[src/rtl/icu_biu_responder.sv]
`timescale 1ns/1ps
// icu_biu_responder
//   BIU-side responder for instruction-cache refills. It accepts one request
//   from the ICU at a time, either a single beat or a BEATS-beat wrapping line
//   burst that starts at the critical beat. It issues one 64-bit read at a time
//   to the memory port and returns each beat to the ICU with valid/last/fault.
//   A bus error or a read timeout returns a fault beat and ends the transaction.
//
// Ports
//   clk, reset            clock, synchronous active-high reset
//   icu_biu_req/addr/single  refill request (addr is byte address [31:3])
//   biu_icu_ack           one-cycle acceptance pulse
//   biu_icu_data_valid/last/data/fault  returned beat (no backpressure)
//   biu_mem_req/addr      memory read request, held until mem_biu_gnt
//   mem_biu_gnt           read accepted
//   mem_biu_rvalid/rdata/err  read return, one per grant, in order
module icu_biu_responder #(
  parameter int BEATS   = 4,
  parameter int TIMEOUT = 255
) (
  input  logic        clk,
  input  logic        reset,
  input  logic        icu_biu_req,
  input  logic [28:0] icu_biu_addr,
  input  logic        icu_biu_single,
  output logic        biu_icu_ack,
  output logic        biu_icu_data_valid,
  output logic        biu_icu_data_last,
  output logic [63:0] biu_icu_data,
  output logic        biu_icu_fault,
  output logic        biu_mem_req,
  output logic [28:0] biu_mem_addr,
  input  logic        mem_biu_gnt,
  input  logic        mem_biu_rvalid,
  input  logic [63:0] mem_biu_rdata,
  input  logic        mem_biu_err
);

  localparam int LB = (BEATS > 1) ? $clog2(BEATS) : 1;
  localparam int TW = (TIMEOUT > 1) ? $clog2(TIMEOUT + 1) : 1;
  localparam logic [LB-1:0] LAST_IDX = LB'(BEATS - 1);
  localparam logic [TW-1:0] TMO_LAST = TW'(TIMEOUT - 1);

  typedef enum logic [2:0] {
    S_IDLE,
    S_ACK,
    S_REQ,
    S_WAIT,
    S_RESP
  } state_e;

  state_e        state_q, state_d;
  logic [28:0]   addr_q, addr_d;
  logic          single_q, single_d;
  logic [LB-1:0] idx_q, idx_d;
  logic [TW-1:0] tmo_q, tmo_d;
  logic [63:0]   data_q, data_d;
  logic          fault_q, fault_d;
  logic          last_w;
  logic          active;

  // Only the low LB address bits advance, so the burst wraps inside the line.
  function automatic logic [28:0] beat_addr(input logic [28:0] base,
                                            input logic [LB-1:0] idx);
    logic [LB-1:0] low;
    low = base[LB-1:0] + idx;
    return {base[28:LB], low};
  endfunction

  // Control state: cleared by reset.
  always_ff @(posedge clk) begin
    if (reset) begin
      state_q  <= S_IDLE;
      single_q <= 1'b0;
      idx_q    <= '0;
      tmo_q    <= '0;
      fault_q  <= 1'b0;
    end else begin
      state_q  <= state_d;
      single_q <= single_d;
      idx_q    <= idx_d;
      tmo_q    <= tmo_d;
      fault_q  <= fault_d;
    end
  end

  // Datapath registers: only observed through the valid-gated outputs.
  always_ff @(posedge clk) begin
    addr_q <= addr_d;
    data_q <= data_d;
  end

  assign last_w = fault_q | single_q | (idx_q == LAST_IDX);

  always_comb begin
    state_d  = state_q;
    addr_d   = addr_q;
    single_d = single_q;
    idx_d    = idx_q;
    tmo_d    = tmo_q;
    data_d   = data_q;
    fault_d  = fault_q;
    unique case (state_q)
      S_IDLE: begin
        if (icu_biu_req) begin
          addr_d   = icu_biu_addr;
          single_d = icu_biu_single;
          state_d  = S_ACK;
        end
      end
      S_ACK: begin
        idx_d   = '0;
        fault_d = 1'b0;
        state_d = S_REQ;
      end
      S_REQ: begin
        if (mem_biu_gnt) begin
          tmo_d   = '0;
          state_d = S_WAIT;
        end
      end
      S_WAIT: begin
        if (mem_biu_rvalid) begin
          data_d  = mem_biu_rdata;
          fault_d = mem_biu_err;
          state_d = S_RESP;
        end else if (tmo_q == TMO_LAST) begin
          // The outstanding read is abandoned; any late rvalid lands in IDLE.
          data_d  = '0;
          fault_d = 1'b1;
          state_d = S_RESP;
        end else begin
          tmo_d = tmo_q + 1'b1;
        end
      end
      S_RESP: begin
        if (last_w) begin
          state_d = S_IDLE;
        end else begin
          idx_d   = idx_q + 1'b1;
          state_d = S_REQ;
        end
      end
      default: state_d = S_IDLE;
    endcase
  end

  // Outputs are decoded from state and forced low while reset is held, so
  // they are quiet even in the first reset cycle of an abandoned transaction.
  assign active             = ~reset;
  assign biu_icu_ack        = active & (state_q == S_ACK);
  assign biu_mem_req        = active & (state_q == S_REQ);
  assign biu_mem_addr       = biu_mem_req ? beat_addr(addr_q, idx_q) : '0;
  assign biu_icu_data_valid = active & (state_q == S_RESP);
  assign biu_icu_data_last  = biu_icu_data_valid & last_w;
  assign biu_icu_fault      = biu_icu_data_valid & fault_q;
  assign biu_icu_data       = biu_icu_data_valid ? data_q : '0;

endmodule
[config.mk]
export PLATFORM = sky130hd
export DESIGN_NAME = icu_biu_responder
export DESIGN_NICKNAME = d
export VERILOG_FILES = /design/src/rtl/icu_biu_responder.sv
export SDC_FILE = /design/constraint.sdc
export NUM_CORES = 1
export LEC_CHECK = 0
export CAP_MARGIN = 20
export CELL_PAD_IN_SITES_DETAIL_PLACEMENT = 1
export CELL_PAD_IN_SITES_GLOBAL_PLACEMENT = 2
export CORE_MARGIN = 2
export CORE_UTILIZATION = 42
export DETAILED_ROUTE_END_ITERATION = 12
export DONT_BUFFER_PORTS = 1
export PLACE_DENSITY_LB_ADDON = 0.1
export SYNTH_ARGS = -nofsm -noshare
export SYNTH_HDL_FRONTEND = slang
export SYNTH_SLANG_ARGS = --single-unit
[constraint.sdc]
create_clock -name clk -period 12.5 [get_ports clk]
set_input_delay 2.5 -clock clk [delete_from_list [all_inputs] [get_ports clk]]
set_output_delay 2.5 -clock clk [all_outputs]
set_load 0.03 [all_outputs]
Word level (Yosys, flattened, before mapping)
Index checks and enable logic that the tools add are counted.
{ "totals": {"output_inout_bits": 98, "wordCells": 60, "input_bits": 100, "ff_bits": 108} }
{ "classes": {"eq_ne": 12, "n_reduce_logical": 11, "muxes": 19, "bitwise": 8, "add_sub_neg": 3} }
{ "ops": {"columns": ["op", "n"], "rows": [
  ["two-way mux 64 bit", 3],
  ["two-way mux 29 bit", 1],
  ["two-way mux 8 bit", 3],
  ["one-hot mux 8 bit (2 select lines)", 1],
  ["one-hot mux 3 bit (5 select lines)", 1],
  ["two-way mux 3 bit", 4],
  ["!= test 2 bit, second input constant", 5],
  ["adder 8 x 1 -> 8 bit, second input constant", 1],
  ["equality test 8 bit, second input constant", 1],
  ["AND reduction 2 bit", 4],
  ["nonzero test 2 bit", 4],
  ["equality test 3 x 2 -> 1 bit, second input constant", 2],
  ["AND 1 bit", 5],
  ["two-way mux 2 bit", 2],
  ["one-hot mux 2 bit (2 select lines)", 1],
  ["AND reduction 4 bit", 1],
  ["equality test 3 x 1 -> 1 bit, second input constant", 1],
  ["equality test 3 bit, second input constant", 1],
  ["logical NOT 3 bit", 1],
  ["!= test 3 bit, second input constant", 1],
  ["AND reduction 3 bit", 1],
  ["adder 2 x 1 -> 2 bit, second input constant", 1],
  ["adder 2 bit", 1],
  ["equality test 2 bit, second input constant", 1],
  ["4 further kinds", 6]
]} }

Depth between registers and ports, before layout
{ "depth": {"ltp_word": 4, "depth_mapped": 7} }

Least setup slack after synthesis
OpenSTA, ideal clock, no wires.
{ "synth_path": {"kind": "input to register", "startpoint": "in icu_biu_req", "endpoint": "reg single_q", "slack_ns": 6.292, "stages": 3, "path_buffers": 0, "arrival_ns": 6.080, "path_cell_list": "nor4b_1 > mux2i_1 > nor2_1"} }
{ "synth_between": {"elab_chain_cells": 1} }
{ "synth_lines": {"columns": ["item", "line_no", "text"], "rows": [
  ["start: declaration", "23", "input logic icu_biu_req,"],
  ["AND reduction 2 bit (no source line)", null, null],
  ["end signal: assignment", "80", "single_q <= single_d;"],
  ["end: declaration", "54", "logic single_q, single_d;"]
]} }
Every way passes these cells.
A chain may end at the register's enable or synchronous reset.

Final worst setup path
{ "layout_path": {"startpoint": "in reset", "endpoint": "out biu_icu_data_last"} }
{ "layout_between": {"elab_chain_cells": 3} }
{ "layout_lines": {"columns": ["item", "line_no", "text"], "rows": [
  ["start: declaration", "22", "input logic reset,"],
  ["inverter 1 bit", "150", "assign active = ~reset;"],
  ["AND 1 bit", "154", "assign biu_icu_data_valid = active & (state_q == S_RESP);"],
  ["via biu_icu_data_valid", "27", "output logic biu_icu_data_valid,"],
  ["AND 1 bit", "155", "assign biu_icu_data_last = biu_icu_data_valid & last_w;"],
  ["end: declaration", "28", "output logic biu_icu_data_last,"]
]} }
The timed path passes the listed nets, and every way through them passes these cells.

==> qor.csv <==
metric,value,unit
worst min path class,reg -> reg,
share of cells above drive strength 1,0.0794,
Avg WL per Cell,19.7,um
synthesized area,4800,um2
Die H,111,um
Max Clock Freq,0.151,GHz
final setup TNS,0,ns
first-pass GRT wire length,15900,um
nets@finish,477,
predominant post-synthesis flop cell,edfxtp_1,
CTS Buf Count,9,
Post-Synthesis Net Count,485,
synth warn,0,
FILL cells,1154,
max_cap viols,0,
Global Route Usage Sum,0.168,
Gate Count Post-Synth,381,
Post-CTS Setup Repair Bufs,0,
status,completed,
Least-Margin Pin Slew,1.00,ns
WP buf/inv,1,
syn_area_per_cell,12.6,um2
clk sinks,108,
TritonCTS clock tree,done,
Residual DRC,0,
initial antenna violation count,0,
Starting DRT DRC Count,117,
initial core utilization,0.426,
Core Area,11300,um2
FF-to-FF setup slack,10.38,ns
asr flop ratio synth,0,
GRT Residual Overflow,0,
Synth-to-Final Area Change,8.34,%
# IOs,198,
diodes inserted,0,
via count,2784,
period utilisation layout,0.530,
routability cong.,0.744,
"Arr. time, crit path",4.13,ns
die area,12300,um2
final-report hold violation count,0,
"slowest stage delay, CP",0.87,ns
Buffers on Ports,0,
router iterations before antenna repair,4,
Pwr Density,140,nW/um2
Slew Limit Fails,0,
RSZ-0062 raised after global routing,no,
Clock transition at path regs,0.06,ns
Total Power,0.000727,W
PostCTS Resize Cnt,0,
detailed placement HPWL,7200,um
final WL,10300,um
min cycle time layout,6.63,ns
skew final,0.00926,ns
"Clk Latency, worst-skew pair",0.34,ns
largest net degree at the start of global routing,71,
number of global-route vias before repair,2984,
worst vdd ir,59.7,uV
crit-path leading delay family,simple AND/OR/NAND/NOR gates,
share of the yosys chip area belonging to registers,0.644,
num rows,39,
Leak,1.82,nW
critical path class,in -> out,
Routed Antenna Nets,0,
die width,111,um
post-DR vias/cell,5.34,
CP Launch Type,input pin,
"Req. time, crit path",10.00,ns
CTS H-tree lvls,3,
Crit-path slowest cell,and3_2,
# hold bufs at CTS,0,
post-synth cell types,46,
"EDFF count, synth",93,
Synth Register Bits,108,
setup violators final,0,
"Critical Path, Cell by Cell",inv_1 -> and3_2 -> nor2b_1,
crit-path max FO,67,
Clock Tree Buf Depth,2,
crit end category,output port,
Root Buffer,clkbuf_16,
slew margin rel.,0.332,
-- sequential cells by signal, summed over array words and instances (netlist names) --
name / count
tmo_q: 8
data_q: 64
fault_q: 1
state_q: 3
single_q: 1
addr_q: 29
idx_q: 2
-- layout make-up --
class | instances | area, um2 | area share
tap | 143 | 179 | 0.0344
sequential | 108 | 3090 | 0.595
clock buffer | 9 | 225 | 0.0433
clock inverter | 7 | 50.0 | 0.00962
multi-input combinational | 249 | 1620 | 0.312
inverter | 2 | 7.51 | 0.00144
timing repair buffer | 3 | 22.5 | 0.00433
-- worst reg2reg max path, cell delays in order, from the launching register on --
cell and delay (ns):
dfxtp_1 0.68, nand3b_4 0.24, nor2_4 0.14, buf_4 0.64
-- synth_stat cells (2+ instances only) --
cell type | number | area [um2]
nor4b_1 | 2 | 17.5
and3_4 | 2 | 22.5
nor2b_1 | 4 | 25.0
nand3_1 | 4 | 20.0
clkbuf_1 | 18 | 67.6
edfxtp_1 | 93 | 2790
nor3_1 | 4 | 20.0
o21ai_0 | 3 | 15.0
a31oi_1 | 4 | 25.0
a21oi_1 | 7 | 35.0
nor2_1 | 13 | 48.8
o41ai_1 | 2 | 17.5
xnor2_1 | 2 | 17.5
inv_1 | 2 | 7.51
nand2_1 | 7 | 26.3
a31o_2 | 2 | 17.5
nand2b_1 | 4 | 25.0
o311ai_0 | 3 | 26.3
dfxtp_1 | 15 | 300
buf_2 | 2 | 10.0
and3_1 | 3 | 18.8
ha_1 | 4 | 50.1
and2_1 | 158 | 988
-- per-layer routing --
| metal | vias to the layer above | GRT usage | wire, um | share of wire |
|---|---|---|---|---|
| li1 | 1309 | - | - | - |
| met1 | 1355 | 0.180 | 3830 | 0.37 |
| met2 | 104 | 0.296 | 5350 | 0.52 |
| met3 | 16 | 0.0629 | 877 | 0.085 |
| met4 | 0 | 0.0717 | 195 | 0.019 |
| met5 | - | 0 | 0 | 0 |
-- kinds of logic (layout without fill, tap and decap cells) --
| kind of cell | Yosys count | in the layout | share of synthesized area |
|---|---|---|---|
| AO/OA/AOI/OAI | 30 | 30 | 0.0430 |
| buffers and inverters | 24 | 21 | 0.0216 |
| adder cells (fa/ha/maj) | 4 | 4 | 0.0104 |
| multiplexers | 2 | 2 | 0.00443 |
| AND/OR/NAND/NOR | 211 | 211 | 0.272 |
| XOR/XNOR | 2 | 2 | 0.00365 |
| flip-flops | 108 | 108 | 0.644 |
-- stage by stage --
step	hold slack, ns	cells	setup slack [ns]	util	area, um2
after floorplan	0.459	381	6.29	-	4800
after global placement	0.504	505	5.90	0.437	4920
after detailed placement	0.515	505	5.84	0.437	4920
after CTS	0.525	521	5.84	0.461	5200
after global routing	0.554	521	5.74	0.461	5200
final	0.524	521	5.87	0.461	5200
-- where the power goes --
| part | internal [W] | leakage (nW) | switching [W] | total [W] |
|---|---|---|---|---|
| clock network | 0.000136 | 0.135 | 0.000129 | 0.000265 |
| registers | 0.000408 | 0.983 | 0.00000714 | 0.000415 |
| logic | 0.0000151 | 0.702 | 0.0000313 | 0.0000465 |
-- worst paths after layout --
check                                         end  cells past startpoint  startpoint
worst max-delay path            biu_icu_data_last                      3       reset
worst min-delay path                     tmo_q[2]                      2    tmo_q[2]
worst max register to register         data_q[10]                      3  state_q[0]
worst min register to register           tmo_q[2]                      2    tmo_q[2]
-- cell usage in the layout, fill, tap and decap left out, drive strengths merged, types with 2 or more instances in the layout --
cell    netlist  routed
a21oi         7       7
a31o          2       2
a31oi         4       4
and2        158     158
and3          5       5
buf           4       3
clkbuf       18       9
clkinv        0       4
dfxtp        15      15
edfxtp       93      93
ha            4       4
inv           2       4
nand2         7       7
nand2b        4       4
nand3         4       4
nand3b        2       2
nor2         13      13
nor2b         4       4
nor3          4       4
nor4b         2       2
o21ai         4       4
o311ai        3       3
o41ai         2       2
xnor2         2       2
Power figures use the tool's default switching activity.
